File: config.mk
export PLATFORM = sky130hd
export DESIGN_NAME = plic_claim_engine
export DESIGN_NICKNAME = d
export VERILOG_FILES = /design/src/rtl/plic_claim_engine_pkg.sv /design/src/rtl/plic_claim_engine.sv
export SDC_FILE = /design/constraint.sdc
export NUM_CORES = 1
export LEC_CHECK = 0
export BUFFER_PORTS_ARGS = -buffer_cell sky130_fd_sc_hd__clkbuf_2
export CELL_PAD_IN_SITES_DETAIL_PLACEMENT = 0
export CELL_PAD_IN_SITES_GLOBAL_PLACEMENT = 1
export CORE_UTILIZATION = 25
export DETAILED_ROUTE_END_ITERATION = 8
export GPL_TIMING_DRIVEN = 0
export PLACE_DENSITY_LB_ADDON = 0.1
export SLEW_MARGIN = 0
export SYNTH_ARGS = -nofsm -noshare
export SYNTH_HDL_FRONTEND = slang
export SYNTH_SLANG_ARGS = --single-unit
File: constraint.sdc
create_clock -name clk -period 1.5 [get_ports clk]
set_input_delay 0.225 -clock clk [delete_from_list [all_inputs] [get_ports clk]]
set_output_delay 0.225 -clock clk [all_outputs]
set_load 0.05 [all_outputs]
File: src/rtl/plic_claim_engine_pkg.sv
// Shared types and constants for the PLIC claim/complete engine.
// Holds the FSM state encoding, default claim offsets and AXI response codes.
package plic_claim_engine_pkg;

    typedef enum logic [2:0] {
        ST_IDLE    = 3'd0,
        ST_AR      = 3'd1,
        ST_R       = 3'd2,
        ST_PRESENT = 3'd3,
        ST_BUSY    = 3'd4,
        ST_WR      = 3'd5,
        ST_B       = 3'd6
    } state_e;

    localparam logic [31:0] PLIC_BASE_DEF  = 32'h0C00_0000;
    localparam logic [31:0] MCLAIM_OFS_DEF = 32'h0020_0004;
    localparam logic [31:0] SCLAIM_OFS_DEF = 32'h0020_1004;

    localparam logic [1:0] RESP_OKAY   = 2'b00;
    localparam logic [1:0] RESP_SLVERR = 2'b10;

    localparam logic CTX_M = 1'b0;
    localparam logic CTX_S = 1'b1;

    // The same register serves as claim (read) and complete (write) for a context.
    function automatic logic [31:0] claim_addr(input logic [31:0] base,
                                               input logic [31:0] m_ofs,
                                               input logic [31:0] s_ofs,
                                               input logic        ctx);
        return base + ((ctx == CTX_S) ? s_ofs : m_ofs);
    endfunction

endpackage

File: src/rtl/plic_claim_engine.sv
// AXI4-Lite master running the PLIC claim/complete handshake for one core.
// One claim in flight at a time; the M context wins over S when both are pending.
module plic_claim_engine
    import plic_claim_engine_pkg::*;
#(
    parameter logic [31:0] PLIC_BASE  = PLIC_BASE_DEF,
    parameter logic [31:0] MCLAIM_OFS = MCLAIM_OFS_DEF,
    parameter logic [31:0] SCLAIM_OFS = SCLAIM_OFS_DEF
) (
    input  logic        clk,
    input  logic        rstn,
    input  logic        external_intr_m,
    input  logic        external_intr_s,
    output logic [31:0] axi_araddr,
    output logic        axi_arvalid,
    input  logic        axi_arready,
    output logic [2:0]  axi_arprot,
    input  logic [31:0] axi_rdata,
    input  logic [1:0]  axi_rresp,
    input  logic        axi_rvalid,
    output logic        axi_rready,
    output logic [31:0] axi_awaddr,
    output logic        axi_awvalid,
    input  logic        axi_awready,
    output logic [2:0]  axi_awprot,
    output logic [31:0] axi_wdata,
    output logic [3:0]  axi_wstrb,
    output logic        axi_wvalid,
    input  logic        axi_wready,
    input  logic [1:0]  axi_bresp,
    input  logic        axi_bvalid,
    output logic        axi_bready,
    output logic        claim_valid,
    output logic [31:0] claim_id,
    output logic        claim_ctx,
    input  logic        claim_ready,
    input  logic        complete_valid,
    output logic        complete_ready,
    output logic        bus_err
);

    state_e      state_q;
    logic        ctx_q;
    logic [31:0] addr_q;
    logic        idle_hold_q;
    logic        aw_done_q;
    logic        w_done_q;

    logic [31:0] araddr_q;
    logic        arvalid_q;
    logic        rready_q;
    logic [31:0] awaddr_q;
    logic        awvalid_q;
    logic [31:0] wdata_q;
    logic        wvalid_q;
    logic        bready_q;
    logic        claim_valid_q;
    logic [31:0] claim_id_q;
    logic        complete_ready_q;
    logic        bus_err_q;

    logic        sel_ctx;
    logic [31:0] sel_addr;
    logic        aw_hs;
    logic        w_hs;
    logic        aw_fin;
    logic        w_fin;

    assign sel_ctx  = external_intr_m ? CTX_M : CTX_S;
    assign sel_addr = claim_addr(PLIC_BASE, MCLAIM_OFS, SCLAIM_OFS, sel_ctx);

    // AW and W finish independently; a channel counts as done in its handshake cycle.
    assign aw_hs  = awvalid_q & axi_awready;
    assign w_hs   = wvalid_q & axi_wready;
    assign aw_fin = aw_done_q | aw_hs;
    assign w_fin  = w_done_q | w_hs;

    always_ff @(posedge clk) begin
        if (!rstn) begin
            state_q          <= ST_IDLE;
            ctx_q            <= CTX_M;
            addr_q           <= '0;
            idle_hold_q      <= 1'b0;
            aw_done_q        <= 1'b0;
            w_done_q         <= 1'b0;
            araddr_q         <= '0;
            arvalid_q        <= 1'b0;
            rready_q         <= 1'b0;
            awaddr_q         <= '0;
            awvalid_q        <= 1'b0;
            wdata_q          <= '0;
            wvalid_q         <= 1'b0;
            bready_q         <= 1'b0;
            claim_valid_q    <= 1'b0;
            claim_id_q       <= '0;
            complete_ready_q <= 1'b0;
            bus_err_q        <= 1'b0;
        end else begin
            bus_err_q <= 1'b0;
            case (state_q)
                ST_IDLE: begin
                    // Skip one sample after a sequence so the PLIC can drop the level.
                    if (idle_hold_q) begin
                        idle_hold_q <= 1'b0;
                    end else if (external_intr_m || external_intr_s) begin
                        ctx_q     <= sel_ctx;
                        addr_q    <= sel_addr;
                        araddr_q  <= sel_addr;
                        arvalid_q <= 1'b1;
                        state_q   <= ST_AR;
                    end
                end
                ST_AR: begin
                    if (axi_arready) begin
                        arvalid_q <= 1'b0;
                        rready_q  <= 1'b1;
                        state_q   <= ST_R;
                    end
                end
                ST_R: begin
                    if (axi_rvalid) begin
                        rready_q <= 1'b0;
                        if (axi_rresp != RESP_OKAY) begin
                            bus_err_q   <= 1'b1;
                            idle_hold_q <= 1'b1;
                            state_q     <= ST_IDLE;
                        end else if (axi_rdata == '0) begin
                            idle_hold_q <= 1'b1;
                            state_q     <= ST_IDLE;
                        end else begin
                            claim_id_q    <= axi_rdata;
                            claim_valid_q <= 1'b1;
                            state_q       <= ST_PRESENT;
                        end
                    end
                end
                ST_PRESENT: begin
                    if (claim_ready) begin
                        claim_valid_q    <= 1'b0;
                        complete_ready_q <= 1'b1;
                        state_q          <= ST_BUSY;
                    end
                end
                ST_BUSY: begin
                    if (complete_valid) begin
                        complete_ready_q <= 1'b0;
                        awaddr_q         <= addr_q;
                        wdata_q          <= claim_id_q;
                        awvalid_q        <= 1'b1;
                        wvalid_q         <= 1'b1;
                        aw_done_q        <= 1'b0;
                        w_done_q         <= 1'b0;
                        state_q          <= ST_WR;
                    end
                end
                ST_WR: begin
                    if (aw_hs) begin
                        awvalid_q <= 1'b0;
                        aw_done_q <= 1'b1;
                    end
                    if (w_hs) begin
                        wvalid_q <= 1'b0;
                        w_done_q <= 1'b1;
                    end
                    if (aw_fin && w_fin) begin
                        bready_q <= 1'b1;
                        state_q  <= ST_B;
                    end
                end
                ST_B: begin
                    if (axi_bvalid) begin
                        bready_q    <= 1'b0;
                        bus_err_q   <= (axi_bresp != RESP_OKAY);
                        idle_hold_q <= 1'b1;
                        state_q     <= ST_IDLE;
                    end
                end
                default: state_q <= ST_IDLE;
            endcase
        end
    end

    assign axi_araddr     = araddr_q;
    assign axi_arvalid    = arvalid_q;
    assign axi_arprot     = 3'b000;
    assign axi_rready     = rready_q;
    assign axi_awaddr     = awaddr_q;
    assign axi_awvalid    = awvalid_q;
    assign axi_awprot     = 3'b000;
    assign axi_wdata      = wdata_q;
    assign axi_wstrb      = 4'hF;
    assign axi_wvalid     = wvalid_q;
    assign axi_bready     = bready_q;
    assign claim_valid    = claim_valid_q;
    assign claim_id       = claim_id_q;
    assign claim_ctx      = ctx_q;
    assign complete_ready = complete_ready_q;
    assign bus_err        = bus_err_q;

endmodule

; Word-level counts from Yosys, hierarchy flattened
; Index checks and enable logic that the tools add are counted.
[op_classes]
n_addsub = 1
eq_ne = 19
muxes = 49
bitwise = 7
n_reduce_logical = 25
[ops]
columns = op, n
row1 = $logic_not 32->1, 1
row2 = $add 28x22->29 const A, 1
row3 = $mux 1, 26
row4 = $mux 3, 8
row5 = $ne 2x2->1 const B, 12
row6 = $pmux 3 s7, 1
row7 = $pmux 1 s2, 10
row8 = $reduce_and 3->1, 6
row9 = $reduce_bool 2->1, 8
row10 = $mux 13, 1
row11 = $reduce_and 4->1, 3
row12 = $eq 3x3->1 const B, 3
row13 = $reduce_and 8->1, 1
row14 = $eq 3x2->1 const B, 2
row15 = $reduce_and 5->1, 1
row16 = $mux 2, 2
row17 = $eq 3x1->1 const B, 1
row18 = $logic_not 3->1, 1
row19 = $ne 3x3->1 const B, 1
row20 = $not 1->1, 3
row21 = $pmux 1 s3, 1
row22 = $reduce_bool 3->1, 1
row23 = $and 1x1->1, 2
row24 = $or 1x1->1, 2
row25 = other kinds (3), 3
[word_totals]
ff_bits = 143
input_bits = 47
word_cells = 118

; Depth between registers and ports, before layout
; Gate-level depths: netlist of the first run.
[logic_depth]
ltp_word = 5
mapped_depth = 7

; Worst setup path after synthesis of the first run
; Ideal clock, no wire load.
[synth_path]
path_type = register to register
from = reg wvalid_q, in the netlist axi_wvalid
to = reg state_q[1]
setup_ns = 0.074
arrival_ns = 1.657
t_required_ns = 1.426
slack_ns = -0.231
stages_incl_launch_ff = 6
n_path_buf = 0
period_less_slack_ns = 1.731
path_cell_list = dfxtp_1 a21oi_1 o21ai_2 o2111ai_2 or3b_1 a31oi_1
[synth_between]
elab_chain_cells = 5
[synth_rtl]
columns = item, line_no
row1 = "start, declared", plic_claim_engine.sv:55  ; logic wvalid_q;
row2 = "start signal, assigned", plic_claim_engine.sv:92  ; wvalid_q <= 1'b0;
row3 = "start signal, assigned", plic_claim_engine.sv:150  ; wvalid_q <= 1'b1;
row4 = "start signal, assigned", plic_claim_engine.sv:162  ; wvalid_q <= 1'b0;
row5 = $and 1x1->1, plic_claim_engine.sv:74  ; assign w_hs = wvalid_q & axi_wready;
row6 = $or 1x1->1, plic_claim_engine.sv:76  ; assign w_fin = w_done_q | w_hs;
row7 = $logic_and 1x1->1, plic_claim_engine.sv:165  ; if (aw_fin && w_fin) begin
row8 = $ne 2x2->1 (no line), --
row9 = $reduce_and 8->1 (no line), --
row10 = "end signal, assigned", plic_claim_engine.sv:80  ; state_q <= ST_IDLE;
row11 = "end signal, assigned", plic_claim_engine.sv:167  ; state_q <= ST_B;
row12 = "end signal, assigned", plic_claim_engine.sv:175  ; state_q <= ST_IDLE;
row13 = "end, declared", plic_claim_engine.sv:42  ; state_e state_q;
; Every way passes these cells.
; A chain may end at the register's enable or synchronous reset.

; Worst setup path in the final report of the first run
[layout_path]
from = in axi_rdata[19]
to = reg claim_valid_q, in the netlist claim_valid
[layout_between]
elab_chain_cells = 3
[layout_rtl]
columns = item, line_no
row1 = "start, declared", plic_claim_engine.sv:18  ; input logic [31:0] axi_rdata,
row2 = $logic_not 32->1, plic_claim_engine.sv:127  ; end else if (axi_rdata == '0) begin
row3 = $ne 2x2->1 (no line), --
row4 = $reduce_and 5->1 (no line), --
row5 = "end signal, assigned", plic_claim_engine.sv:94  ; claim_valid_q <= 1'b0;
row6 = "end signal, assigned", plic_claim_engine.sv:132  ; claim_valid_q <= 1'b1;
row7 = "end signal, assigned", plic_claim_engine.sv:139  ; claim_valid_q <= 1'b0;
row8 = "end, declared", plic_claim_engine.sv:57  ; logic claim_valid_q;
; Every way passes these cells.

==> results.yml, run 1 <==
status:
  outcome: "finished with violations"
  violations: "negative setup slack"
critical_path:
  endpoint_kind: "flip-flop"
  cp.required_ns: 1.74
  worst_r2r_path_depth: 7
  crit_buf_inv: 4
  crit_path_start_kind: "primary input"
  crit_type: "primary input to flip-flop"
  timing.rr.start: "state_q[1]$_SDFFE_PN0P_"
  cp-startpoint: "axi_rdata[19]"
  crit_fanout: 5
  slowest_stage: "o2111a_2"
  slowest_delay_ns: 0.32
  cp_num_cells: 8
  ff2ff_setup_slack_ns: -0.01
  path_cells: "clkbuf_2, nor4_4, nand4_1, buf_4, o2111a_2, buf_12, buf_8, o211a_1"
  path_delay_family: "buffers and inverters"
  arrival_ns: 1.76
global_routing:
  track_usage_pct: 15.1
  gr-usage-met1_pct: 19.7
  grt_pass1_vias: 3344
  grt_use_met2_pct: 24.1
  grt_pass1_wl_um: 18200
  grt_overflow: 0
  grt_max_degree: 13
  grt-busiest-layer: "met2"
  antenna_found_initial: 0
  grt_use_met3_pct: 2.96
clock_network:
  root_buffer: "clkbuf_16"
  cts_buffers: 9
  clk_latency_ns: 0.34
  clockBufferDepth: 2
  cts_tree: "yes"
  cts_hold_buf: 0
  clk_pin_slew_ns: 0.06
  htreeDepth: 3
  cts_sinks: 82
synthesis:
  synth-edff-count: 0
  yosysWarnings: 0
  ys_types: 42
  synth_seq_cells: 82
  async_flop_share_pct: 0
  postSynth.topFlopCell: "dfxtp_1"
  ys_seq_area_share_pct: 43.7
  syn_inst: 469
  synth_area_mm2: 0.00376
  syn_avg_cell_area_um2: 8.01
sta:
  tightest_slew_ns: 0.787
  slew_viol_final: 0
  setup_viol: 5
  post-route-min-period_ns: 1.52
  tns_ns: -0.0492
  fin_hold_ws_ns: 0.127
  rsz0062_at_grt: "true"
  fin_crit_sh_pct: 101
  hold_violations: 0
  fin_ws_ns: -0.0207
  fmax_mhz: 658
  skew_ns: 0.00493
  max_slew_margin_pct: 47.5
cells_and_area:
  seqCellArea_mm2: 0.00165
  antenna-diode-count: 0
  area_growth_pct: 54.9
  drive_above_1_share_pct: 44.9
  multi_input_area_mm2: 0.00198
  nets: 733
  fill_cells: 1536
placed_design:
  globalplace.congestion: 0.799
  place.port_buffers: 128
  hpwl_um: 8840
routing:
  drt_pass1_iterations: 4
  postRouteAntennaNets: 0
  drt_wl_total_um: 12000
  drt_iter0_drc: 218
  vias_per_cell: 4.22
  drc: 0
  avgRoutedWirePerCell_um: 13.7
  vias: 3692
worst_hold_path:
  whs_path_depth: 3
  min_path_type: "primary input to flip-flop"
  hold_path_startpoint: "axi_rdata[11]"
die:
  core_region_area_mm2: 0.0146
  start_util_pct: 25.7
  die_w_um: 125
  fp.dieH_um: 125
  io_pins: 194
  fp.dieArea_mm2: 0.0155
  rows: 44
pwr:
  power_switching_share_pct: 33.8
  peakVddDrop_uv: 547
  p_int_w: 0.00430
  clock_power_share_pct: 34.5
  p_comb_share_pct: 29.2
  power_density_mw_per_mm2: 1120
  p_sw_w: 0.00220
  seqPwrFrac_pct: 36.3
  leakage_nw: 2.59
flow_run:
  drv_cap: 0
## cell usage after synthesis, types with 2 or more instances
| master | instances | area [µm²] |
|---|---|---|
| buf_4 | 72 | 541 |
| buf_1 | 6 | 22.5 |
| dfxtp_1 | 82 | 1640 |
| and2_1 | 2 | 12.5 |
| o211a_1 | 3 | 30.0 |
| buf_2 | 12 | 60.1 |
| o21ai_0 | 8 | 40.0 |
| nor2b_1 | 6 | 37.5 |
| a22oi_1 | 2 | 15.0 |
| nor4_1 | 8 | 50.1 |
| a21oi_1 | 26 | 130 |
| nand3_1 | 34 | 170 |
| nand2_1 | 113 | 424 |
| a32oi_1 | 2 | 17.5 |
| conb_1 | 2 | 7.51 |
| a21boi_0 | 16 | 120 |
| nor2_1 | 8 | 30.0 |
| clkbuf_1 | 10 | 37.5 |
| nor3_1 | 2 | 10.0 |
| inv_1 | 3 | 11.3 |
| o21ai_1 | 30 | 150 |
| nand4_1 | 2 | 12.5 |
## cell usage in the layout (no fill, tap or decap), types with 4 or more instances in the layout
cell	Yosys	final
clkbuf_2	0	126
nand2_1	113	112
buf_4	72	83
dfxtp_1	82	78
conb_1	2	64
nand3_2	0	32
a21oi_1	26	26
o21ai_1	30	24
a21boi_0	16	16
buf_6	1	13
clkbuf_16	0	13
clkbuf_1	10	11
o21ai_2	1	9
nor2_1	8	7
o21ai_0	8	6
buf_8	0	5
nor4_2	0	4
buf_1	6	4
## path summary, 6_finish.rpt
check                                    to
hold / removal    claim_id[11]$_SDFFE_PN0P_
setup reg to reg    state_q[0]$_SDFFE_PN0P_
hold reg to reg   axi_wdata[2]$_SDFFE_PN0P_
setup / recovery   claim_valid$_SDFFE_PN0P_
## state kept, by name (all words and copies together), names as in the netlist, 2 cells and up
register,flops
axi_araddr,2
axi_awaddr,2
axi_wdata,32
claim_id,32
state_q,3
## power by group through the flow
stage	clock network, W	registers, W	logic (W)
floorplan	0	0.00260	0.00112
global placement	0	0.00239	0.00165
detailed placement	0	0.00239	0.00165
CTS	0.00232	0.00236	0.00179
global route	0.00240	0.00237	0.00200
finish	0.00224	0.00236	0.00190
## worst min-delay path: stages
cell	delay (ns)
buf_6	0.08
nand3_2	0.06
o21ai_1	0.06
## stage by stage
step | power (W) | worst slack [ns] | instance area [µm²] | utilization (%) | instances
finish | 0.00650 | -0.0207 | 5820 | 39.9 | 875
global placement | 0.00404 | -0.584 | 4860 | 33.3 | 843
floorplan | 0.00371 | 0.00321 | 3990 | - | 531
detailed placement | 0.00405 | -0.568 | 4860 | 33.3 | 843
CTS | 0.00646 | -0.0208 | 5330 | 36.6 | 865
global route | 0.00678 | -0.0703 | 5820 | 39.9 | 875
## kinds of logic (layout without fill, tap and decap cells)
logic type / after synthesis / after routing / share of synthesized area, %
buffers and inverters: 104 / 264 / 18.2
other: 2 / 64 / 0.200
AND/OR/NAND/NOR: 183 / 183 / 21.5
multiplexers: 1 / 1 / 0.266
AO/OA/AOI/OAI: 97 / 97 / 16.2
flip-flops: 82 / 82 / 43.7
## routing by layer
metal	share of wire, %	wire, µm	vias to the layer above
met4	1.7	209	0
met3	5.6	667	13
met2	46	5510	115
met1	47	5610	1683
met5	0	0	-
li1	-	-	1881
## layout make-up
type | instances | area share [%]
buffer | 100 | 13.5
clock buffer | 14 | 4.54
clock inverter | 2 | 0.602
inverter | 3 | 0.194
multi-input combinational | 345 | 34.0
sequential | 82 | 28.4
tap | 184 | 3.96
timing repair buffer | 145 | 14.8
## timing repair
item / CTS / global route
pin swaps: 10 / 24
gates cloned: 0 / 4
resized for setup: 34 / 85
setup endpoints to repair: 73 / 69
hold endpoints to repair: 0 / 0
setup buffers: 7 / 6
(Power assumes the default switching activity.)
==> inputs of run 2 (changes only) <==
--- a/config.mk
+++ b/config.mk
@@ -8,10 +8,12 @@
 export BUFFER_PORTS_ARGS = -buffer_cell sky130_fd_sc_hd__clkbuf_2
 export CELL_PAD_IN_SITES_DETAIL_PLACEMENT = 0
 export CELL_PAD_IN_SITES_GLOBAL_PLACEMENT = 1
-export CORE_UTILIZATION = 25
+export CORE_UTILIZATION = 28
 export DETAILED_ROUTE_END_ITERATION = 8
 export GPL_TIMING_DRIVEN = 0
+export HOLD_SLACK_MARGIN = 0.06
 export PLACE_DENSITY_LB_ADDON = 0.1
+export SETUP_SLACK_MARGIN = 0.1
 export SLEW_MARGIN = 0
 export SYNTH_ARGS = -nofsm -noshare
 export SYNTH_HDL_FRONTEND = slang
==> run 2 against run 1 <==
Effect of this change:
- the run still ends with negative setup slack left
- largest power group is now the clock network
- combinational power barely moved
- critical path depth decreased by 2
- non-clock buffer count increased by 1
- sequential share of layout area grew 0.26 points
- die area fell by 11%
- clock skew increased by 0.0087 ns
- first-iteration DRC count is 43% lower
- worst setup slack improved by 0.017 ns
- clock power grew 9.4%
==> results.yml, run 2 (synthesis gave the netlist of run 1 again) <==
status:
  outcome: "finished with violations"
  violations: "negative setup slack"
critical_path:
  crit_type: "flip-flop to flip-flop"
  path_cells: "buf_6, and3b_2, o21ai_2, o2111ai_2, or3b_1, a31oi_1"
  crit_buf_inv: 1
  cp.required_ns: 1.77
  timing.rr.start: "state_q[2]$_SDFFE_PN0P_"
  cp-startpoint: "state_q[2]$_SDFFE_PN0P_"
  ff2ff_setup_slack_ns: -0.004
  setup.worst_path.end: "state_q[1]$_SDFFE_PN0P_"
  cp_num_cells: 6
  r2r_end: "state_q[1]$_SDFFE_PN0P_"
  path_delay_family: "simple AND/OR/NAND/NOR gates"
  endpoint_kind: "flip-flop"
  slowest_stage: "or3b_1"
  crit_fanout: 5
  worst_r2r_path_depth: 6
  arrival_ns: 1.77
  slowest_delay_ns: 0.38
  crit_path_start_kind: "flip-flop"
worst_hold_path:
  hold_path_startpoint: "axi_rdata[23]"
  min_path_type: "primary input to flip-flop"
die:
  die_w_um: 118
  io_pins: 194
  fp.dieH_um: 118
  start_util_pct: 29.3
  fp.dieArea_mm2: 0.0139
  rows: 41
  core_region_area_mm2: 0.0128
placed_design:
  placedCellCount: 831
  dp_slack_ns: -0.365
  place.port_buffers: 128
  globalplace.congestion: 0.831
  hpwl_um: 8650
global_routing:
  grt_pass1_wl_um: 17800
  grt_max_degree: 15
  antenna_found_initial: 1
  grt_pass1_vias: 3359
  grt_overflow: 0
  track_usage_pct: 16.4
clock_network:
  clockBufferDepth: 2
  htreeDepth: 3
  cts_tree: "yes"
  clk_pin_slew_ns: 0.07
  cts_sinks: 82
  clk_latency_ns: 0.34
  cts_hold_buf: 0
  root_buffer: "clkbuf_16"
  cts_buffers: 9
sta:
  max_slew_margin_pct: 52.9
  fin_crit_sh_pct: 100
  rsz0062_at_grt: "true"
  post-route-min-period_ns: 1.50
  tightest_slew_ns: 0.706
  slew_viol_final: 0
  setup_viol: 1
  fin_ws_ns: -0.00390
  fmax_mhz: 665
  skew_ns: 0.0136
  hold_violations: 0
pwr:
  leakage_nw: 2.63
  peakVddDrop_uv: 464
  power_density_mw_per_mm2: 1170
cells_and_area:
  antenna-diode-count: 0
  final_common_cell: "clkbuf_2"
  drive_above_1_share_pct: 43.1
  final_cell_mix: "116 x clkbuf_2, 95 x nand2_1, 87 x buf_4"
  nets: 734
  finalNonFillerCells: 864
  area_growth_pct: 53.3
routing:
  postRouteAntennaNets: 0
  drt_iter0_drc: 125
  vias: 3656
  vias_per_cell: 4.23
  drc: 0
  drt_pass1_iterations: 4
  avgRoutedWirePerCell_um: 13.5
  drt_wl_total_um: 11600
flow_run:
  drv_cap: 0
==> run 2: changes by cell type in the layout (fill, tap and decap cells not counted), moves of 8 or more <==
cell,previous run,this run
nand3_1,2,29
o21ai_1,24,32
a21boi_0,16,3
a21boi_1,0,12
nand2_2,1,18
nand3_2,32,4
nand2_1,112,95
o21ai_2,9,1
clkbuf_2,126,116
==> run 2: worst reg2reg max path: stages (launching register included) <==
cell and delay (ns):
dfxtp_2 0.35, buf_6 0.13, and3b_2 0.22, o21ai_2 0.07
o2111ai_2 0.17, or3b_1 0.38, a31oi_1 0.12
==> run 2: cell type report <==
| class | instances | area (µm²) |
|---|---|---|
| fillers | 1316 | 7070 |
| multi-input cells | 345 | 1890 |
| flip-flops and latches | 82 | 1650 |
| repair buffers | 145 | 872 |
| plain buffers | 101 | 774 |
| clock buffers | 11 | 253 |
| well taps | 172 | 215 |
| clock inverters | 5 | 86.3 |
| inverters | 3 | 11.3 |
==> run 2: timing repair <==
item | in CTS | in global routing
resized for setup | 52 | 66
setup buffers | 9 | 6
pin swaps | 9 | 10
gates cloned | 0 | 2
setup endpoints to repair | 71 | 76
==> run 2: worst min path at each step <==
stage,end,cells after the start
5_1_grt,claim_id[0]$_SDFFE_PN0P_,3
2_1_floorplan,claim_id[2]$_SDFFE_PN0P_,2
4_1_cts,claim_id[20]$_SDFFE_PN0P_,3
3_5_place_dp,complete_ready$_SDFFE_PN0P_,2
6_report,claim_id[23]$_SDFFE_PN0P_,3
3_3_place_gp,complete_ready$_SDFFE_PN0P_,2
==> run 2: layer usage <==
layer  vias up  wire length (µm)  track usage [%]
li1       1870                 -                -
met1      1642              5240             20.5
met2       134              5590             27.7
met3        10               651             4.12
met4         0               138             4.33
met5         -                 0                0
==> run 2: metrics by stage <==
step           power (W)   TNS, ns  area, µm²  hold WS [ns]  utilization [%]
6_report         0.00674  -0.00390       5760         0.124             44.9
5_1_grt          0.00699    -0.814       5760         0.125             44.9
4_1_cts          0.00666   -0.0187       5490         0.128             42.8
3_5_place_dp     0.00405    -16.50       4910         0.436             38.3
3_3_place_gp     0.00405    -15.69       4910         0.432             38.3
2_1_floorplan    0.00373         0       4050         0.355                -
==> run 2: power breakdown <==
part           leakage (nW)  internal [W]  switching (W)  total, W
sequential            0.664       0.00227      0.0000804   0.00235
combinational          1.80      0.000684        0.00125   0.00193
clock                 0.166       0.00156       0.000897   0.00245
==> inputs of run 3 (changes only) <==
--- a/config.mk
+++ b/config.mk
@@ -8,6 +8,7 @@
 export BUFFER_PORTS_ARGS = -buffer_cell sky130_fd_sc_hd__clkbuf_2
 export CELL_PAD_IN_SITES_DETAIL_PLACEMENT = 0
 export CELL_PAD_IN_SITES_GLOBAL_PLACEMENT = 1
+export CORE_ASPECT_RATIO = 0.9
 export CORE_UTILIZATION = 28
 export DETAILED_ROUTE_END_ITERATION = 8
 export GPL_TIMING_DRIVEN = 0
==> constraint.sdc (replaced) <==
create_clock -name clk -period 1.3 [get_ports clk]
set_input_delay 0.195 -clock clk [delete_from_list [all_inputs] [get_ports clk]]
set_output_delay 0.195 -clock clk [all_outputs]
set_load 0.05 [all_outputs]
==> run 3 against run 2 <==
Effect of this change:
- the run still ends with negative setup slack left
- wire length is 9.3% higher
- register-to-register slack worse by 0.20 ns
- combinational power is 26% higher
- worst setup slack worse by 0.20 ns
- critical path type unchanged
==> results.yml, run 3 (synthesis gave the netlist of run 1 again) <==
clock_network:
  clk_pin_slew_ns: 0.06
  clk_latency_ns: 0.34
  cts_hold_buf: 0
  htreeDepth: 3
  cts_tree: "yes"
  cts_sinks: 82
  clockBufferDepth: 2
  root_buffer: "clkbuf_16"
  cts_buffers: 9
die:
  die_w_um: 124
  start_util_pct: 29.2
  fp.dieArea_mm2: 0.0139
  core_region_area_mm2: 0.0129
  fp.dieH_um: 112
  io_pins: 194
  rows: 39
critical_path:
  crit_path_start_kind: "flip-flop"
  cp.required_ns: 1.56
  endpoint_kind: "flip-flop"
  path_delay_family: "compound AO/OA/AOI/OAI gates"
  crit_fanout: 5
  crit_type: "flip-flop to flip-flop"
  slowest_stage: "dfxtp_4"
  arrival_ns: 1.76
  path_cells: "buf_6, and3b_2, o21ai_2, o2111ai_2, buf_4, a211o_1, a21oi_2"
  timing.rr.start: "state_q[2]$_SDFFE_PN0P_"
  crit_buf_inv: 2
  slowest_delay_ns: 0.36
  cp-startpoint: "state_q[2]$_SDFFE_PN0P_"
placed_design:
  dp_slack_ns: -0.574
  hpwl_um: 8840
  place.port_buffers: 128
  placedCellCount: 823
  globalplace.congestion: 0.807
routing:
  postRouteAntennaNets: 0
  drc: 0
  drt_iter0_drc: 121
  vias_per_cell: 4.33
  drt_pass1_iterations: 4
  drt_wl_total_um: 12700
  avgRoutedWirePerCell_um: 14.7
  vias: 3733
cells_and_area:
  area_growth_pct: 73.1
  drive_above_1_share_pct: 54.2
  final_cell_mix: "92 x buf_4, 78 x nand2_1, 74 x dfxtp_1"
  final_common_cell: "buf_4"
  fill_cells: 1276
  antenna-diode-count: 0
  finalNonFillerCells: 862
  fin_util_pct: 50.5
  nets: 740
  multi_input_area_mm2: 0.00231
  seqCellArea_mm2: 0.00167
sta:
  tightest_slew_ns: 0.784
  max_slew_margin_pct: 47.7
  slew_viol_final: 0
  skew_ns: 0.00973
  hold_violations: 0
  fin_hold_ws_ns: 0.0983
  rsz0062_at_grt: "true"
  fmax_mhz: 667
  fin_ws_ns: -0.200
  setup_viol: 75
  fin_crit_sh_pct: 115
  post-route-min-period_ns: 1.50
global_routing:
  grt_pass1_vias: 3565
  grt_overflow: 0
  grt_pass1_wl_um: 18800
  track_usage_pct: 17.9
  grt_max_degree: 14
  antenna_found_initial: 0
pwr:
  leakage_nw: 2.82
  power_density_mw_per_mm2: 1230
  peakVddDrop_uv: 663
status:
  violations: "negative setup slack"
  outcome: "finished with violations"
worst_hold_path:
  hold_path_startpoint: "axi_rdata[30]"
  min_path_type: "primary input to flip-flop"
flow_run:
  drv_cap: 0
run 3: changes by cell type in the layout (fill, tap and decap cells not counted), sizes merged:
cell	before	now
clkinvlp	0	1
clkinv	3	1
clkbuf	141	97
buf	116	167
run 3: worst paths after layout:
check / endpoint / slack, ns / cells past startpoint
min reg2reg: complete_ready$_SDFFE_PN0P_ / 0.45 / 2
max: state_q[0]$_SDFFE_PN0P_ / -0.20 / 7
min: claim_id[30]$_SDFFE_PN0P_ / 0.1 / 3
max reg2reg: state_q[0]$_SDFFE_PN0P_ / -0.20 / 7
run 3: area by class of cell:
type	instances	share of cell area (%)
inverter	3	0.173
clock buffer	12	4.10
multi-input combinational	345	35.5
sequential	82	25.6
clock inverter	4	1.12
tap	164	3.16
buffer	99	12.3
timing repair buffer	153	18.0
run 3: per-layer routing:
metal  share of wire (%)  vias up  track usage [%]
met5                   0        -                0
met4                0.63        0             6.11
met3                 5.4        8             4.46
met2                  48      117             28.9
met1                  46     1722             23.1
li1                    -     1886                -
run 3: worst register-to-register path: cells and delay by family, from the launching register on:
kind | cells | cell delay (ns)
compound gates | 4 | 0.54
flops | 1 | 0.36
buf+inv | 2 | 0.31
simple gates | 1 | 0.22
run 3: timing repair:
item / in CTS / in global routing
pin swaps: 27 / 83
endpoints found under the setup margin: 104 / 113
gates cloned: 4 / 4
gates resized for setup: 97 / 234
setup buffers: 15 / 5
run 3: report_power, final:
group          total [W]  switching (W)  leakage, nW  internal (W)
clock network    0.00287        0.00103        0.165       0.00184
logic            0.00243        0.00153         1.99      0.000900
registers        0.00272      0.0000939        0.667       0.00263
run 3: through the flow:
stage,power [W],setup TNS (ns),area (µm²)
after floorplan,0.00436,-5.10,4180
after global routing,0.00836,-12.95,6500
after global placement,0.00474,-31.09,5030
after detailed placement,0.00476,-31.71,5030
after CTS,0.00798,-6.98,5930
final,0.00802,-7.92,6500
